===== src/rtl/seq_detect_pkg.sv =====
// -----------------------------------------------------------------------------
// seq_detect_pkg
// Shared constants and helpers for the parametrised serial sequence detectors.
//   RST_PATTERN / RST_LEN / RST_OVERLAP : configuration loaded on reset, chosen
//                                         so a fresh detector behaves like the
//                                         fixed overlapping 1011 detector.
//   clamp_len()                         : maps a requested length into 1..max_len
//   len_mask()                          : low-'len' bits set, ((1<<len)-1)
// -----------------------------------------------------------------------------
package seq_detect_pkg;

    localparam logic [63:0]  RST_PATTERN = 64'b1011;
    localparam int unsigned  RST_LEN     = 32'd4;
    localparam bit           RST_OVERLAP = 1'b1;

    // A zero length would match nothing meaningful, so it is treated as 1;
    // anything longer than the window is cut to the window size.
    function automatic int unsigned clamp_len(input int unsigned len,
                                              input int unsigned max_len);
        int unsigned res;
        if (len == 32'd0) begin
            res = 32'd1;
        end else if (len > max_len) begin
            res = max_len;
        end else begin
            res = len;
        end
        return res;
    endfunction

    // Callers size-cast the result down to their own window width.
    function automatic logic [63:0] len_mask(input int unsigned len);
        logic [63:0] mask;
        if (len >= 32'd64) begin
            mask = '1;
        end else begin
            mask = (64'd1 << len) - 64'd1;
        end
        return mask;
    endfunction

endpackage


===== src/rtl/seq_detect_param_if.sv =====
// -----------------------------------------------------------------------------
// seq_detect_param_if
// Bit-stream, configuration and status signals of one sequence detector.
//   master : stream/config source (drives inp_bit, in_valid, cfg_load, pattern,
//            pat_len, overlap_en, count_clr; observes seq_seen, match_count, fill)
//   slave  : the detector itself (the opposite directions)
// -----------------------------------------------------------------------------
interface seq_detect_param_if #(
    parameter int MAX_LEN = 8,
    parameter int LEN_W   = $clog2(MAX_LEN) + 1,
    parameter int CNT_W   = 8
);
    logic               inp_bit;
    logic               in_valid;
    logic               cfg_load;
    logic [MAX_LEN-1:0] pattern;
    logic [LEN_W-1:0]   pat_len;
    logic               overlap_en;
    logic               count_clr;
    logic               seq_seen;
    logic [CNT_W-1:0]   match_count;
    logic [LEN_W-1:0]   fill;

    modport master (
        output inp_bit, in_valid, cfg_load, pattern, pat_len, overlap_en, count_clr,
        input  seq_seen, match_count, fill
    );

    modport slave (
        input  inp_bit, in_valid, cfg_load, pattern, pat_len, overlap_en, count_clr,
        output seq_seen, match_count, fill
    );
endinterface


===== src/rtl/seq_match_cmp.sv =====
// -----------------------------------------------------------------------------
// seq_match_cmp
// Combinational masked compare: match is high when the low 'len' bits of
// window_next equal the low 'len' bits of pattern; higher bits are ignored.
//   window_next : candidate history, newest bit in bit 0
//   pattern     : target sequence, right-aligned
//   len         : active length (already clamped to 1..MAX_LEN)
//   match       : compare result
// -----------------------------------------------------------------------------
module seq_match_cmp #(
    parameter int MAX_LEN = 8,
    parameter int LEN_W   = $clog2(MAX_LEN) + 1
) (
    input  logic [MAX_LEN-1:0] window_next,
    input  logic [MAX_LEN-1:0] pattern,
    input  logic [LEN_W-1:0]   len,
    output logic               match
);
    import seq_detect_pkg::*;

    logic [MAX_LEN-1:0] mask_s;

    // Masked equality of the active low bits.
    always_comb begin
        mask_s = MAX_LEN'(len_mask(32'(len)));
        match  = (((window_next ^ pattern) & mask_s) == {MAX_LEN{1'b0}});
    end

endmodule


===== src/rtl/seq_detect_param.sv =====
// -----------------------------------------------------------------------------
// seq_detect_param
// Runtime-configurable serial bit-sequence detector with a one-cycle registered
// match pulse and a saturating match counter.
//   clk   : rising-edge clock
//   reset : asynchronous active-low reset (release must be synchronised upstream)
//   bus   : seq_detect_param_if.slave -- stream input, configuration load,
//           counter clear, and the registered seq_seen / match_count / fill
// -----------------------------------------------------------------------------
module seq_detect_param #(
    parameter int               MAX_LEN     = 8,
    parameter int               LEN_W       = $clog2(MAX_LEN) + 1,
    parameter int               CNT_W       = 8,
    parameter logic [MAX_LEN-1:0] RST_PATTERN = MAX_LEN'(seq_detect_pkg::RST_PATTERN),
    parameter int unsigned      RST_LEN     = seq_detect_pkg::RST_LEN,
    parameter bit               RST_OVERLAP = seq_detect_pkg::RST_OVERLAP
) (
    input  logic                clk,
    input  logic                reset,
    seq_detect_param_if.slave   bus
);
    import seq_detect_pkg::*;

    localparam logic [LEN_W-1:0] RST_LEN_C = LEN_W'(clamp_len(RST_LEN, MAX_LEN));
    localparam logic [CNT_W-1:0] CNT_MAX   = {CNT_W{1'b1}};

    logic [MAX_LEN-1:0] cfg_pat_q,     cfg_pat_d;
    logic [LEN_W-1:0]   cfg_len_q,     cfg_len_d;
    logic               cfg_ovl_q,     cfg_ovl_d;
    logic [MAX_LEN-1:0] window_q,      window_d;
    logic [LEN_W-1:0]   fill_q,        fill_d;
    logic               seq_seen_q,    seq_seen_d;
    logic [CNT_W-1:0]   match_count_q, match_count_d;

    logic [MAX_LEN-1:0] window_shift_s;
    logic [LEN_W-1:0]   fill_inc_s;
    logic               pat_eq_s;
    logic               hit_s;

    // Candidate window/fill if the current bit is accepted.
    always_comb begin
        window_shift_s = {window_q[MAX_LEN-2:0], bus.inp_bit};
        if (fill_q >= cfg_len_q) begin
            fill_inc_s = cfg_len_q;
        end else begin
            fill_inc_s = fill_q + LEN_W'(1);
        end
    end

    seq_match_cmp #(
        .MAX_LEN (MAX_LEN),
        .LEN_W   (LEN_W)
    ) u_cmp (
        .window_next (window_shift_s),
        .pattern     (cfg_pat_q),
        .len         (cfg_len_q),
        .match       (pat_eq_s)
    );

    // A load discards the bit presented alongside it, so it can never hit.
    always_comb begin
        hit_s = bus.in_valid && !bus.cfg_load && (fill_inc_s == cfg_len_q) && pat_eq_s;
    end

    // Next-state for configuration, history and the match pulse.
    always_comb begin
        cfg_pat_d  = cfg_pat_q;
        cfg_len_d  = cfg_len_q;
        cfg_ovl_d  = cfg_ovl_q;
        window_d   = window_q;
        fill_d     = fill_q;
        seq_seen_d = 1'b0;
        if (bus.cfg_load) begin
            cfg_pat_d = bus.pattern;
            cfg_len_d = LEN_W'(clamp_len(32'(bus.pat_len), MAX_LEN));
            cfg_ovl_d = bus.overlap_en;
            window_d  = {MAX_LEN{1'b0}};
            fill_d    = {LEN_W{1'b0}};
        end else if (bus.in_valid) begin
            if (hit_s) begin
                seq_seen_d = 1'b1;
                // Without overlap the matched bits must not seed the next match.
                if (cfg_ovl_q) begin
                    window_d = window_shift_s;
                    fill_d   = fill_inc_s;
                end else begin
                    window_d = {MAX_LEN{1'b0}};
                    fill_d   = {LEN_W{1'b0}};
                end
            end else begin
                window_d = window_shift_s;
                fill_d   = fill_inc_s;
            end
        end else begin
            window_d = window_q;
            fill_d   = fill_q;
        end
    end

    // Saturating counter; a clear beats a same-cycle increment.
    always_comb begin
        match_count_d = match_count_q;
        if (bus.count_clr) begin
            match_count_d = {CNT_W{1'b0}};
        end else if (hit_s && (match_count_q != CNT_MAX)) begin
            match_count_d = match_count_q + CNT_W'(1);
        end else begin
            match_count_d = match_count_q;
        end
    end

    // State registers.
    always_ff @(posedge clk or negedge reset) begin
        if (!reset) begin
            cfg_pat_q     <= RST_PATTERN;
            cfg_len_q     <= RST_LEN_C;
            cfg_ovl_q     <= RST_OVERLAP;
            window_q      <= {MAX_LEN{1'b0}};
            fill_q        <= {LEN_W{1'b0}};
            seq_seen_q    <= 1'b0;
            match_count_q <= {CNT_W{1'b0}};
        end else begin
            cfg_pat_q     <= cfg_pat_d;
            cfg_len_q     <= cfg_len_d;
            cfg_ovl_q     <= cfg_ovl_d;
            window_q      <= window_d;
            fill_q        <= fill_d;
            seq_seen_q    <= seq_seen_d;
            match_count_q <= match_count_d;
        end
    end

    assign bus.seq_seen    = seq_seen_q;
    assign bus.match_count = match_count_q;
    assign bus.fill        = fill_q;

endmodule


===== src/flat_wrapper.sv =====
// flat-port wrapper written by rule: the top's interface ports become plain ports
module seq_detect_param_flat import seq_detect_pkg::*;
#(
    parameter int               MAX_LEN     = 8,
    parameter int               LEN_W       = $clog2(MAX_LEN) + 1,
    parameter int               CNT_W       = 8,
    parameter logic [MAX_LEN-1:0] RST_PATTERN = MAX_LEN'(seq_detect_pkg::RST_PATTERN),
    parameter int unsigned      RST_LEN     = seq_detect_pkg::RST_LEN,
    parameter bit               RST_OVERLAP = seq_detect_pkg::RST_OVERLAP
)
  (clk, reset, bus_inp_bit, bus_in_valid, bus_cfg_load, bus_pattern, bus_pat_len, bus_overlap_en, bus_count_clr, bus_seq_seen, bus_match_count, bus_fill);
  seq_detect_param_if #(.MAX_LEN(MAX_LEN), .LEN_W(LEN_W), .CNT_W(CNT_W)) bus_i ();
  input  logic clk;
  input  logic reset;
  input wire logic [$bits(bus_i.inp_bit)-1:0] bus_inp_bit;
  input wire logic [$bits(bus_i.in_valid)-1:0] bus_in_valid;
  input wire logic [$bits(bus_i.cfg_load)-1:0] bus_cfg_load;
  input wire logic [$bits(bus_i.pattern)-1:0] bus_pattern;
  input wire logic [$bits(bus_i.pat_len)-1:0] bus_pat_len;
  input wire logic [$bits(bus_i.overlap_en)-1:0] bus_overlap_en;
  input wire logic [$bits(bus_i.count_clr)-1:0] bus_count_clr;
  output wire logic [$bits(bus_i.seq_seen)-1:0] bus_seq_seen;
  output wire logic [$bits(bus_i.match_count)-1:0] bus_match_count;
  output wire logic [$bits(bus_i.fill)-1:0] bus_fill;
  assign bus_i.inp_bit = bus_inp_bit;
  assign bus_i.in_valid = bus_in_valid;
  assign bus_i.cfg_load = bus_cfg_load;
  assign bus_i.pattern = bus_pattern;
  assign bus_i.pat_len = bus_pat_len;
  assign bus_i.overlap_en = bus_overlap_en;
  assign bus_i.count_clr = bus_count_clr;
  assign bus_seq_seen = bus_i.seq_seen;
  assign bus_match_count = bus_i.match_count;
  assign bus_fill = bus_i.fill;
  seq_detect_param #(.MAX_LEN(MAX_LEN), .LEN_W(LEN_W), .CNT_W(CNT_W), .RST_PATTERN(RST_PATTERN), .RST_LEN(RST_LEN), .RST_OVERLAP(RST_OVERLAP)) u_core (.clk(clk), .reset(reset), .bus(bus_i));
endmodule

===== config.mk =====
export PLATFORM = sky130hd
export DESIGN_NAME = seq_detect_param_flat
export DESIGN_NICKNAME = d
export VERILOG_FILES = /design/src/rtl/seq_detect_pkg.sv /design/src/rtl/seq_detect_param_if.sv /design/src/rtl/seq_match_cmp.sv /design/src/rtl/seq_detect_param.sv /design/src/flat_wrapper.sv
export SDC_FILE = /design/constraint.sdc
export NUM_CORES = 1
export LEC_CHECK = 0
export BUFFER_PORTS_ARGS = -buffer_cell sky130_fd_sc_hd__buf_2
export CELL_PAD_IN_SITES_DETAIL_PLACEMENT = 2
export CELL_PAD_IN_SITES_GLOBAL_PLACEMENT = 2
export CORE_ASPECT_RATIO = 0.9
export CORE_MARGIN = 3
export CORE_UTILIZATION = 38
export CTS_CLUSTER_DIAMETER = 200
export DETAILED_ROUTE_END_ITERATION = 10
export HOLD_SLACK_MARGIN = 0.03
export PLACE_DENSITY_LB_ADDON = 0.15
export RECOVER_POWER = 100
export SLEW_MARGIN = 15
export SYNTH_ARGS = -nofsm -noshare
export SYNTH_HDL_FRONTEND = slang
export SYNTH_HIERARCHICAL = 1
export SYNTH_SLANG_ARGS = --single-unit

===== constraint.sdc =====
create_clock -name clk -period 6.8 [get_ports clk]
set_input_delay 1.36 -clock clk [delete_from_list [all_inputs] [get_ports clk]]
set_output_delay 1.36 -clock clk [all_outputs]
set_load 0.03 [all_outputs]

==> impl_metrics.env, run 1 <==
export IMPL_die_h_um=74.1
export IMPL_synthToLayoutAreaGrowth_pct=13.3
export IMPL_dieWidth_um=81.7
export IMPL_placed_cell_area_um2=2170
export IMPL_rsz0062_at_grt="false"
export IMPL_post_cts_buffers=0
export IMPL_synth_area_um2=1960
export IMPL_tightest_slew_ns=1.79
export IMPL_maxCapViolCount=1
export IMPL_io_buffer_count=31
export IMPL_worst_hold_path_type="reg2reg"
export IMPL_ys_seq_area_frac=0.424
export IMPL_antenna_cells=0
export IMPL_antenna_found_initial=0
export IMPL_clock_skew_ns=0.00468
export IMPL_slew_headroom=-0.194
export IMPL_drive_gt1_frac=0.213
export IMPL_fin_area_um2=2220
export IMPL_worstPathRequired_ns=6.91
export IMPL_grt_max_degree=34
export IMPL_criticalPathCategory="reg2reg"
export IMPL_worst_path_buf_inv=0
export IMPL_clock_latency_ns=0.28
export IMPL_ys_async_sr_fraction=1.00
export IMPL_critPathLaunchType="flop"
export IMPL_initial_core_util=0.398
export IMPL_p_switching_w=0.000149
export IMPL_min_to="u_core/window_q[6]"
export IMPL_cp_data_arrival_time_ns=4.55
export IMPL_hold_path_startpoint="u_core/window_q[6]"
export IMPL_nets=255
export IMPL_p_seq_frac=0.461
export IMPL_gp_congestion=0.766
export IMPL_cts_tree="done"
export IMPL_fillers=556
export IMPL_path_cells="or4_1, ha_1, and2_0, o211ai_1, a21oi_1, a2111oi_0, nand3b_1, a211oi_1, o21ai_0"
export IMPL_status="complete, but fails checks"
export IMPL_crit_path_max_fanout=10
export IMPL_p_sw_frac=0.303
export IMPL_ys_ff_latch=33
export IMPL_grt_pass1_vias=1721
export IMPL_peakVddDrop_mv=0.121
export IMPL_ant_nets=0
export IMPL_path_clk_slew_ns=0.07
export IMPL_cp_end_kind="flop"
export IMPL_syn_nets=223
export IMPL_crit_family="compound AO/OA/AOI/OAI gates"
export IMPL_whs_path_depth=2
export IMPL_wl_per_cell_um=17.5
export IMPL_core_area_um2=4920
export IMPL_grt_ovfl_total=0
export IMPL_pwr_share_comb=0.206
export IMPL_yosys_most_used_dff="dfrtp_1"
export IMPL_post_cts_resized=0
export IMPL_reg2reg_to="u_core/window_q[4]"
export IMPL_reg2reg_from="u_core/cfg_len_q[1]"
export IMPL_power_density_nw_per_um2=221
export IMPL_slowest_delay_ns=0.97
export IMPL_drc_errors=0
export IMPL_grt_util_all_layers=0.188
export IMPL_fmax_mhz=225
export IMPL_setup_tns_final_ns=0
export IMPL_drt_wl_total_um=5160
export IMPL_min_period_ns=4.44
export IMPL_dp_hpwl_um=3830
export IMPL_num_vias=1571
export IMPL_final_setup_viol_count=0
export IMPL_slew_viol_final=34
export IMPL_synth_enable_flop_cells=0
export IMPL_cpMaxStageDelayCell="a211oi_1"
export IMPL_hold_viol=0
export IMPL_clkPwrFrac=0.333
export IMPL_synthCells=197
export IMPL_clkSinkCount=33
export IMPL_violations="max-capacitance violations, max-slew violations"
export IMPL_htreeDepth=2
export IMPL_grt_pass1_wl_um=8610
export IMPL_register_area_um2=832
export IMPL_ys_types=35
export IMPL_viasPerCell=5.33
export IMPL_root_buffer="clkbuf_8"
export IMPL_p_leak_nw=0.923
export IMPL_num_rows=24
export IMPL_multi_input_area_um2=1050
export IMPL_fin_crit_sh=0.653
export IMPL_numCtsBuffers=5
export IMPL_ys_warn_count=6
export IMPL_die_area_um2=6060
export IMPL_reg2reg_depth=9
export IMPL_intPower_w=0.000342
export IMPL_ios=32
export IMPL_syn_area_per_cell_um2=9.95
export IMPL_initialDrtViolationCount=47
export IMPL_postCtsHoldBufs=0
export IMPL_ff2ff_setup_slack_ns=2.36
export IMPL_drt_first_pass_iters=4
export IMPL_clock_path_buffers=2
worst max-delay path by stage:
| stage | from | end | cells past startpoint |
|---|---|---|---|
| global placement | bus_inp_bit | u_core/bus.match_count[5] | 8 |
| CTS | u_core/cfg_len_q[1] | u_core/bus.match_count[5] | 11 |
| finish | u_core/cfg_len_q[1] | u_core/window_q[4] | 9 |
| floorplan | u_core/cfg_len_q[1] | u_core/bus.match_count[5] | 11 |
| detailed placement | u_core/cfg_len_q[1] | u_core/bus.match_count[5] | 11 |
| global route | u_core/cfg_len_q[1] | u_core/window_q[4] | 9 |
layer usage:
layer / vias to the layer above / part of all wire / routed length (um) / global-route usage
met2: 23 / 0.50 / 2590 / 0.328
met1: 787 / 0.46 / 2360 / 0.237
li1: 756 / - / - / -
met5: - / 0 / 0 / 0
met3: 5 / 0.030 / 155 / 0.0375
met4: 0 / 0.0099 / 51 / 0.0554
logic make-up (layout without fill, tap and decap cells):
family                   after synthesis  count (layout)  synth area share
flip-flops                            33              33             0.424
AND/OR/NAND/NOR                       68              68             0.179
buffers and inverters                 12              45            0.0249
XOR/XNOR                              16              16            0.0715
multiplexers                          22              22             0.124
adder cells (fa/ha/maj)                7               7            0.0447
AO/OA/AOI/OAI                         39              39             0.131
worst register-to-register path, cell delays in order, from the launching register on:
cell and delay, ns:
dfrtp_1 0.49, or4_1 0.61, ha_1 0.28, and2_0 0.18, o211ai_1 0.21, a21oi_1 0.10, a2111oi_0 0.83, nand3b_1 0.37
a211oi_1 0.97, o21ai_0 0.23
state kept, by name (all words and copies together) (netlist names):
register / cells
u_core/bus.match_count: 8
u_core/cfg_pat_q: 8
u_core/window_q: 7
u_core/bus.fill: 4
u_core/cfg_len_q: 4
u_core/bus.seq_seen: 1
u_core/cfg_ovl_q: 1
power groups by stage:
stage / Clock [W] / Combinational, W / Sequential (W)
finish: 0.000164 / 0.000101 / 0.000226
floorplan: 0 / 0.0000753 / 0.000230
CTS: 0.000170 / 0.000111 / 0.000227
global route: 0.000180 / 0.000114 / 0.000229
global placement: 0 / 0.000103 / 0.000228
detailed placement: 0 / 0.000109 / 0.000231
stage by stage:
stage	instances	hold WS [ns]	utilization	worst slack [ns]	power, W
after detailed placement	287	0.517	0.441	3.26	0.000339
after floorplan	197	0.469	-	3.70	0.000306
final	295	0.527	0.451	2.36	0.000491
after global placement	287	0.486	0.441	3.39	0.000332
after CTS	295	0.534	0.461	3.23	0.000508
after global routing	295	0.575	0.451	1.95	0.000523
cells in the final DEF, fill, tap and decap left out, types with 3 or more instances in the layout:
master,Yosys,final
a21oi_1,11,12
buf_2,0,16
clkbuf_1,5,15
clkbuf_8,0,7
dfrtp_1,28,28
dfstp_2,5,5
ha_1,7,7
inv_1,6,6
mux2_2,19,19
mux2i_1,3,3
nand2_1,23,23
nand2b_1,3,3
nand3_1,4,4
nand3b_1,4,4
nand4_1,3,3
nor2_1,16,16
nor2b_1,7,7
o21ai_0,14,14
o31ai_1,5,5
xnor2_1,10,10
xor2_1,6,6
area by class of cell:
type	instances	share of cell area
clock buffers	7	0.0434
clock inverters	1	0.00225
inverters	6	0.0101
multi-input cells	152	0.472
flip-flops and latches	33	0.374
well taps	65	0.0366
repair buffers	31	0.0614
cell usage after synthesis, drive strengths merged, types with 6 or more instances:
cell / instances / area (um2)
nor2: 16 / 60.1
xor2: 6 / 52.6
inv: 6 / 22.5
dfrtp: 28 / 701
o21ai: 14 / 70.1
nand2: 23 / 86.3
a21oi: 12 / 63.8
xnor2: 10 / 87.6
ha: 7 / 87.6
nor2b: 7 / 43.8
mux2: 19 / 214
No activity file was read; power rests on OpenSTA's default activity.
==> run 2, diff against run 1 <==
- ABC_AREA: default -> 1
- CORE_UTILIZATION: 38 -> 32
- clock period: 6.8 -> 4.5 ns (I/O delays scaled with it)
==> run 2 against run 1 <==
- the flow still finishes with violations (max-capacitance violations, max-slew violations)
- area after synthesis is 6.3% higher
- sequential power is 57% higher
- utilization is 7.3 points lower
- sequential share of layout area is 2.0 points lower
- clock power is 30% higher
- via count is 24% higher
- critical path type is now in2reg
==> impl_metrics.env, run 2 <==
export IMPL_tightest_slew_ns=1.88
export IMPL_slew_headroom=-0.256
export IMPL_post_route_util=0.378
export IMPL_reg2reg_to="u_core/bus.match_count[1]"
export IMPL_criticalPathCategory="in2reg"
export IMPL_fillers=795
export IMPL_antenna_cells=0
export IMPL_syn_area_per_cell_um2=7.23
export IMPL_antenna_found_initial=0
export IMPL_maxCapViolCount=1
export IMPL_core_area_um2=6220
export IMPL_power_density_nw_per_um2=341
export IMPL_path_clk_slew_ns=0.07
export IMPL_io_buffer_count=31
export IMPL_rsz0062_at_grt="false"
export IMPL_htreeDepth=2
export IMPL_synth_area_um2=2080
export IMPL_synth_top_cell_area_share=0.336
export IMPL_worstPathRequired_ns=4.67
export IMPL_critPathLaunchType="input pin"
export IMPL_drc_errors=0
export IMPL_synthToLayoutAreaGrowth_pct=12.7
export IMPL_cp_end_kind="flop"
export IMPL_grt_max_degree=34
export IMPL_initialDrtViolationCount=48
export IMPL_fin_crit_sh=0.652
export IMPL_num_vias=1949
export IMPL_ios=32
export IMPL_cpMaxStageDelayCell="clkbuf_1"
export IMPL_place_ws_ns=1.88
export IMPL_ff2ff_setup_slack_ns=1.70
export IMPL_ys_async_sr_fraction=1.00
export IMPL_peakVddDrop_mv=0.141
export IMPL_worst_slack_ns=1.56
export IMPL_wl_per_cell_um=14.3
export IMPL_worst_hold_path_type="reg2reg"
export IMPL_clock_latency_ns=0.28
export IMPL_synth_enable_flop_cells=0
export IMPL_yosysMostFrequentCell="nand2_1"
export IMPL_final_common_cell="nand2_1"
export IMPL_violations="max-capacitance violations, max-slew violations"
export IMPL_post_cts_buffers=0
export IMPL_nets=347
export IMPL_ys_types=34
export IMPL_crit_start="bus_cfg_load"
export IMPL_numCtsBuffers=5
export IMPL_clkSinkCount=33
export IMPL_p_leak_nw=1.23
export IMPL_post_cts_resized=0
export IMPL_cts_tree="done"
export IMPL_layout_common_cells="109 x nand2_1, 35 x inv_1, 31 x nand3_1"
export IMPL_synthCells=288
export IMPL_ys_seq_area_frac=0.399
export IMPL_min_period_ns=2.94
export IMPL_syn_nets=314
export IMPL_drt_first_pass_iters=4
export IMPL_setup_tns_final_ns=0
export IMPL_postCtsHoldBufs=0
export IMPL_slew_viol_final=34
export IMPL_root_buffer="clkbuf_8"
export IMPL_grt_util_all_layers=0.168
export IMPL_hold_viol=0
export IMPL_final_setup_viol_count=0
export IMPL_crit_end="u_core/bus.match_count[1]"
export IMPL_clock_path_buffers=2
export IMPL_fmax_mhz=341
export IMPL_grt_pass1_wl_um=9940
export IMPL_initial_core_util=0.335
export IMPL_ys_warn_count=6
export IMPL_synth_top_cells_by_count="108 x nand2_1, 35 x inv_1, 29 x nand3_1"
export IMPL_die_area_um2=7520
export IMPL_netlist_top_cells_area="dfrtp_1 34%, nand2_1 19%, nand3_1 7.0%"
export IMPL_slowest_delay_ns=0.53
export IMPL_crit_path_max_fanout=15
export IMPL_reg2reg_depth=16
export IMPL_reg2reg_from="u_core/cfg_len_q[2]"
export IMPL_gp_congestion=0.725
export IMPL_status="complete, but fails checks"
export IMPL_yosys_area_top_type="dfrtp_1"
export IMPL_viasPerCell=4.77
export IMPL_die_h_um=82.5
export IMPL_grt_ovfl_total=0
export IMPL_dp_hpwl_um=4460
export IMPL_path_cells="clkbuf_1, inv_1, nand2_1, nor2_1, nand2_1, nor2_1, nand3_1, nand2_1, nand2_1, nand2_1"
export IMPL_cp_data_arrival_time_ns=3.10
export IMPL_ys_ff_latch=33
export IMPL_clock_skew_ns=0.00505
export IMPL_yosys_most_used_dff="dfrtp_1"
export IMPL_total_power_w=0.000800
export IMPL_critPathMostFrequentCell="nand2_1"
export IMPL_drive_gt1_frac=0.118
export IMPL_drt_wl_total_um=5840
export IMPL_num_rows=27
export IMPL_grt_pass1_vias=2008
export IMPL_dieWidth_um=91.1
export IMPL_ant_nets=0
## run 2: final cells by class
| class | count | area [um2] | share of cell area |
|---|---|---|---|
| Multi-Input combinational cell | 211 | 1040 | 0.445 |
| Sequential cell | 33 | 832 | 0.354 |
| Inverter | 39 | 146 | 0.0623 |
| Timing Repair Buffer | 31 | 136 | 0.0581 |
| Tap cell | 87 | 109 | 0.0464 |
| Clock buffer | 8 | 80.1 | 0.0341 |
## run 2: power by group
| group | total (W) | switching (W) | internal [W] |
|---|---|---|---|
| registers | 0.000355 | 0.0000335 | 0.000321 |
| clock network | 0.000213 | 0.000103 | 0.000110 |
| logic | 0.000232 | 0.000158 | 0.0000745 |
| total | 0.000800 | 0.000294 | 0.000506 |
## run 2: kinds of logic (layout without fill, tap and decap cells)
logic type      count (synthesis)  count (layout)  synth area share
xor+xnor                        7               7            0.0294
compound gates                 15              15            0.0462
buf+inv                        44              78            0.0835
flops                          33              33             0.399
simple gates                  182             182             0.399
fa+ha+maj                       7               7            0.0420
## run 2: worst max-delay path, delay by kind of cell
kind / cells / cell delay (ns)
AND/OR/NAND/NOR: 8 / 1.27
buffers and inverters: 2 / 0.91
## run 2: worst min-delay path by stage
| stage | from | end | slack (ns) | depth (start not counted) |
|---|---|---|---|---|
| floorplan | u_core/cfg_pat_q[1] | u_core/cfg_pat_q[1] | 0.45 | 2 |
| global placement | u_core/cfg_pat_q[0] | u_core/cfg_pat_q[0] | 0.46 | 2 |
| detailed placement | u_core/cfg_pat_q[1] | u_core/cfg_pat_q[1] | 0.48 | 2 |
| CTS | u_core/cfg_pat_q[0] | u_core/cfg_pat_q[0] | 0.49 | 2 |
| global route | u_core/cfg_pat_q[1] | u_core/cfg_pat_q[1] | 0.51 | 2 |
| finish | u_core/cfg_pat_q[0] | u_core/cfg_pat_q[0] | 0.48 | 2 |
## run 2: metrics by stage
step / hold slack [ns] / cell area (um2) / cells
floorplan: 0.448 / 2080 / 288
detailed placement: 0.479 / 2320 / 401
finish: 0.482 / 2350 / 409
global placement: 0.465 / 2320 / 401
global route: 0.511 / 2350 / 409
CTS: 0.490 / 2400 / 409
## run 2: per-layer routing
| metal | vias up | GRT usage | share of wire |
|---|---|---|---|
| met5 | - | 0 | 0 |
| met1 | 944 | 0.227 | 0.49 |
| met4 | 0 | 0.0361 | 0.0089 |
| met3 | 5 | 0.0290 | 0.027 |
| li1 | 972 | - | - |
| met2 | 28 | 0.284 | 0.47 |
==> run 3, diff against run 2 <==
- ABC_AREA: 1 -> 0
- clock period: 4.5 -> 2.6 ns (I/O delays scaled with it)
==> run 3 against run 2 <==
- the run ends with max-capacitance violations, max-slew violations, negative setup slack left
- combinational power up 64%
- design area rose by 9.2%
- setup slack got worse by 1.9 ns
- utilization increased by 6.5 points
- non-clock buffer count rose by 20
- sequential power is 63% higher
==> impl_metrics.env, run 3 (same netlist as run 1, synthesis figures left out) <==
export IMPL_crit_path_max_fanout=3
export IMPL_grt_util_all_layers=0.187
export IMPL_grt_max_degree=34
export IMPL_grt_ovfl_total=0
export IMPL_clock_latency_ns=0.29
export IMPL_hold_viol=0
export IMPL_nets=275
export IMPL_clkSinkCount=33
export IMPL_clock_path_buffers=2
export IMPL_dp_hpwl_um=4400
export IMPL_tightest_slew_ns=1.90
export IMPL_slowest_delay_ns=0.56
export IMPL_p_switching_w=0.000464
export IMPL_status="complete, but fails checks"
export IMPL_total_power_w=0.00149
export IMPL_rsz0062_at_grt="true"
export IMPL_worst_hold_path_type="in2reg"
export IMPL_drc_errors=0
export IMPL_path_cells="or4_4, ha_4, xnor2_1, o22ai_1, a2111oi_2, buf_4, nand4_1, buf_4, a21oi_2, mux2_4"
export IMPL_cpMaxStageDelayCell="or4_4"
export IMPL_initialDrtViolationCount=72
export IMPL_violations="max-capacitance violations, max-slew violations, negative setup slack"
export IMPL_min_period_ns=2.93
export IMPL_post_place_cells=306
export IMPL_p_seq_frac=0.390
export IMPL_timing_hold_ws_ns=0.457
export IMPL_fmax_mhz=342
export IMPL_maxCapViolCount=1
export IMPL_place_ws_ns=-0.370
export IMPL_slew_headroom=-0.266
export IMPL_gp_congestion=0.807
export IMPL_core_area_um2=5790
export IMPL_num_vias=1694
export IMPL_drt_first_pass_iters=4
export IMPL_hold_path_startpoint="bus_pattern[4]"
export IMPL_dieWidth_um=88.5
export IMPL_cts_tree="done"
export IMPL_worstPathRequired_ns=2.78
export IMPL_path_clk_slew_ns=0.08
export IMPL_critPathLaunchType="flop"
export IMPL_intPower_w=0.00102
export IMPL_power_density_nw_per_um2=579
export IMPL_wl_per_cell_um=19.2
export IMPL_p_sw_frac=0.313
export IMPL_slew_viol_final=34
export IMPL_ant_nets=0
export IMPL_viasPerCell=5.29
export IMPL_grt_pass1_vias=1961
export IMPL_die_area_um2=7100
export IMPL_postCtsHoldBufs=0
export IMPL_fin_crit_sh=1.13
export IMPL_p_leak_nw=1.08
export IMPL_final_setup_viol_count=19
export IMPL_num_rows=26
export IMPL_antenna_cells=0
export IMPL_final_common_cell="dfrtp_1"
export IMPL_io_buffer_count=31
export IMPL_cp_end_kind="flop"
export IMPL_final_cells=320
export IMPL_pwr_share_comb=0.257
export IMPL_antenna_found_initial=0
export IMPL_synthToLayoutAreaGrowth_pct=30.8
export IMPL_post_route_util=0.443
export IMPL_drive_gt1_frac=0.384
export IMPL_peakVddDrop_mv=0.209
export IMPL_layout_common_cells="26 x dfrtp_1, 23 x nand2_1, 22 x buf_2"
export IMPL_criticalPathCategory="reg2reg"
export IMPL_worst_slack_ns=-0.327
export IMPL_root_buffer="clkbuf_8"
export IMPL_die_h_um=80.3
export IMPL_htreeDepth=2
export IMPL_drt_wl_total_um=6140
export IMPL_clock_skew_ns=0.0104
export IMPL_crit_start="u_core/cfg_len_q[1]"
export IMPL_reg2reg_from="u_core/cfg_len_q[1]"
export IMPL_critPathMostFrequentCell="buf_4"
export IMPL_grt_pass1_wl_um=10100
export IMPL_initial_core_util=0.339
export IMPL_clkPwrFrac=0.353
export IMPL_ios=32
export IMPL_cp_data_arrival_time_ns=3.11
export IMPL_numCtsBuffers=5
[run 3: path summary, 6_finish.rpt]
kind                                                   to  slack (ns)  cells past startpoint
worst max-delay path            u_core/bus.match_count[4]       -0.33                     10
worst min-delay path                  u_core/cfg_pat_q[4]        0.46                      2
worst max register to register  u_core/bus.match_count[4]       -0.33                     10
worst min register to register        u_core/cfg_pat_q[5]        0.53                      1
max in group asynchronous             u_core/cfg_len_q[0]        0.62                      1
min in group asynchronous       u_core/bus.match_count[5]        0.75                      1
[run 3: per-stage QoR]
| stage | TNS, ns | area, um2 |
|---|---|---|
| 6_report | -4.09 | 2560 |
| 5_1_grt | -6.70 | 2560 |
| 3_3_place_gp | -2.29 | 2300 |
| 4_1_cts | -4.57 | 2530 |
| 3_5_place_dp | -3.93 | 2300 |
| 2_1_floorplan | -2.63 | 1980 |
[run 3: worst max-delay path: cells and delay by family (launching register included)]
family / cells / cell delay (ns)
AOI/OAI and AO/OA: 3 / 0.65
adders and majority gates: 1 / 0.19
and+or+nand+nor: 2 / 0.71
buffers and inverters: 2 / 0.40
DFF: 1 / 0.40
xor gates and xnor gates: 1 / 0.18
muxes: 1 / 0.31
[run 3: cell type report]
| type | instances | area [um2] |
|---|---|---|
| fill | 645 | 3230 |
| inverter | 6 | 22.5 |
| timing repair buffer | 51 | 309 |
| tap | 70 | 87.6 |
| sequential | 33 | 835 |
| multi-input combinational | 152 | 1190 |
| clock inverter | 2 | 37.5 |
| clock buffer | 6 | 82.6 |
[run 3: per-layer routing]
| layer | up-vias | part of all wire | GRT usage |
|---|---|---|---|
| met5 | - | 0 | 0 |
| met1 | 869 | 0.42 | 0.216 |
| met3 | 8 | 0.030 | 0.0379 |
| met4 | 0 | 0.011 | 0.0468 |
| met2 | 25 | 0.54 | 0.347 |
| li1 | 792 | - | - |
[run 3: power by group through the flow]
stage	combinational [W]	clock, W	sequential (W)
after CTS	0.000370	0.000545	0.000580
final	0.000381	0.000525	0.000579
after global placement	0.000322	0	0.000586
after floorplan	0.000201	0	0.000603
after global routing	0.000419	0.000567	0.000584
after detailed placement	0.000341	0	0.000590
[run 3: repair_timing]
item | 4_1_cts | 5_1_grt
pin swaps | 2 | 3
resized for setup | 25 | 5
setup buffers | 3 | 5
setup endpoints to repair | 19 | 20
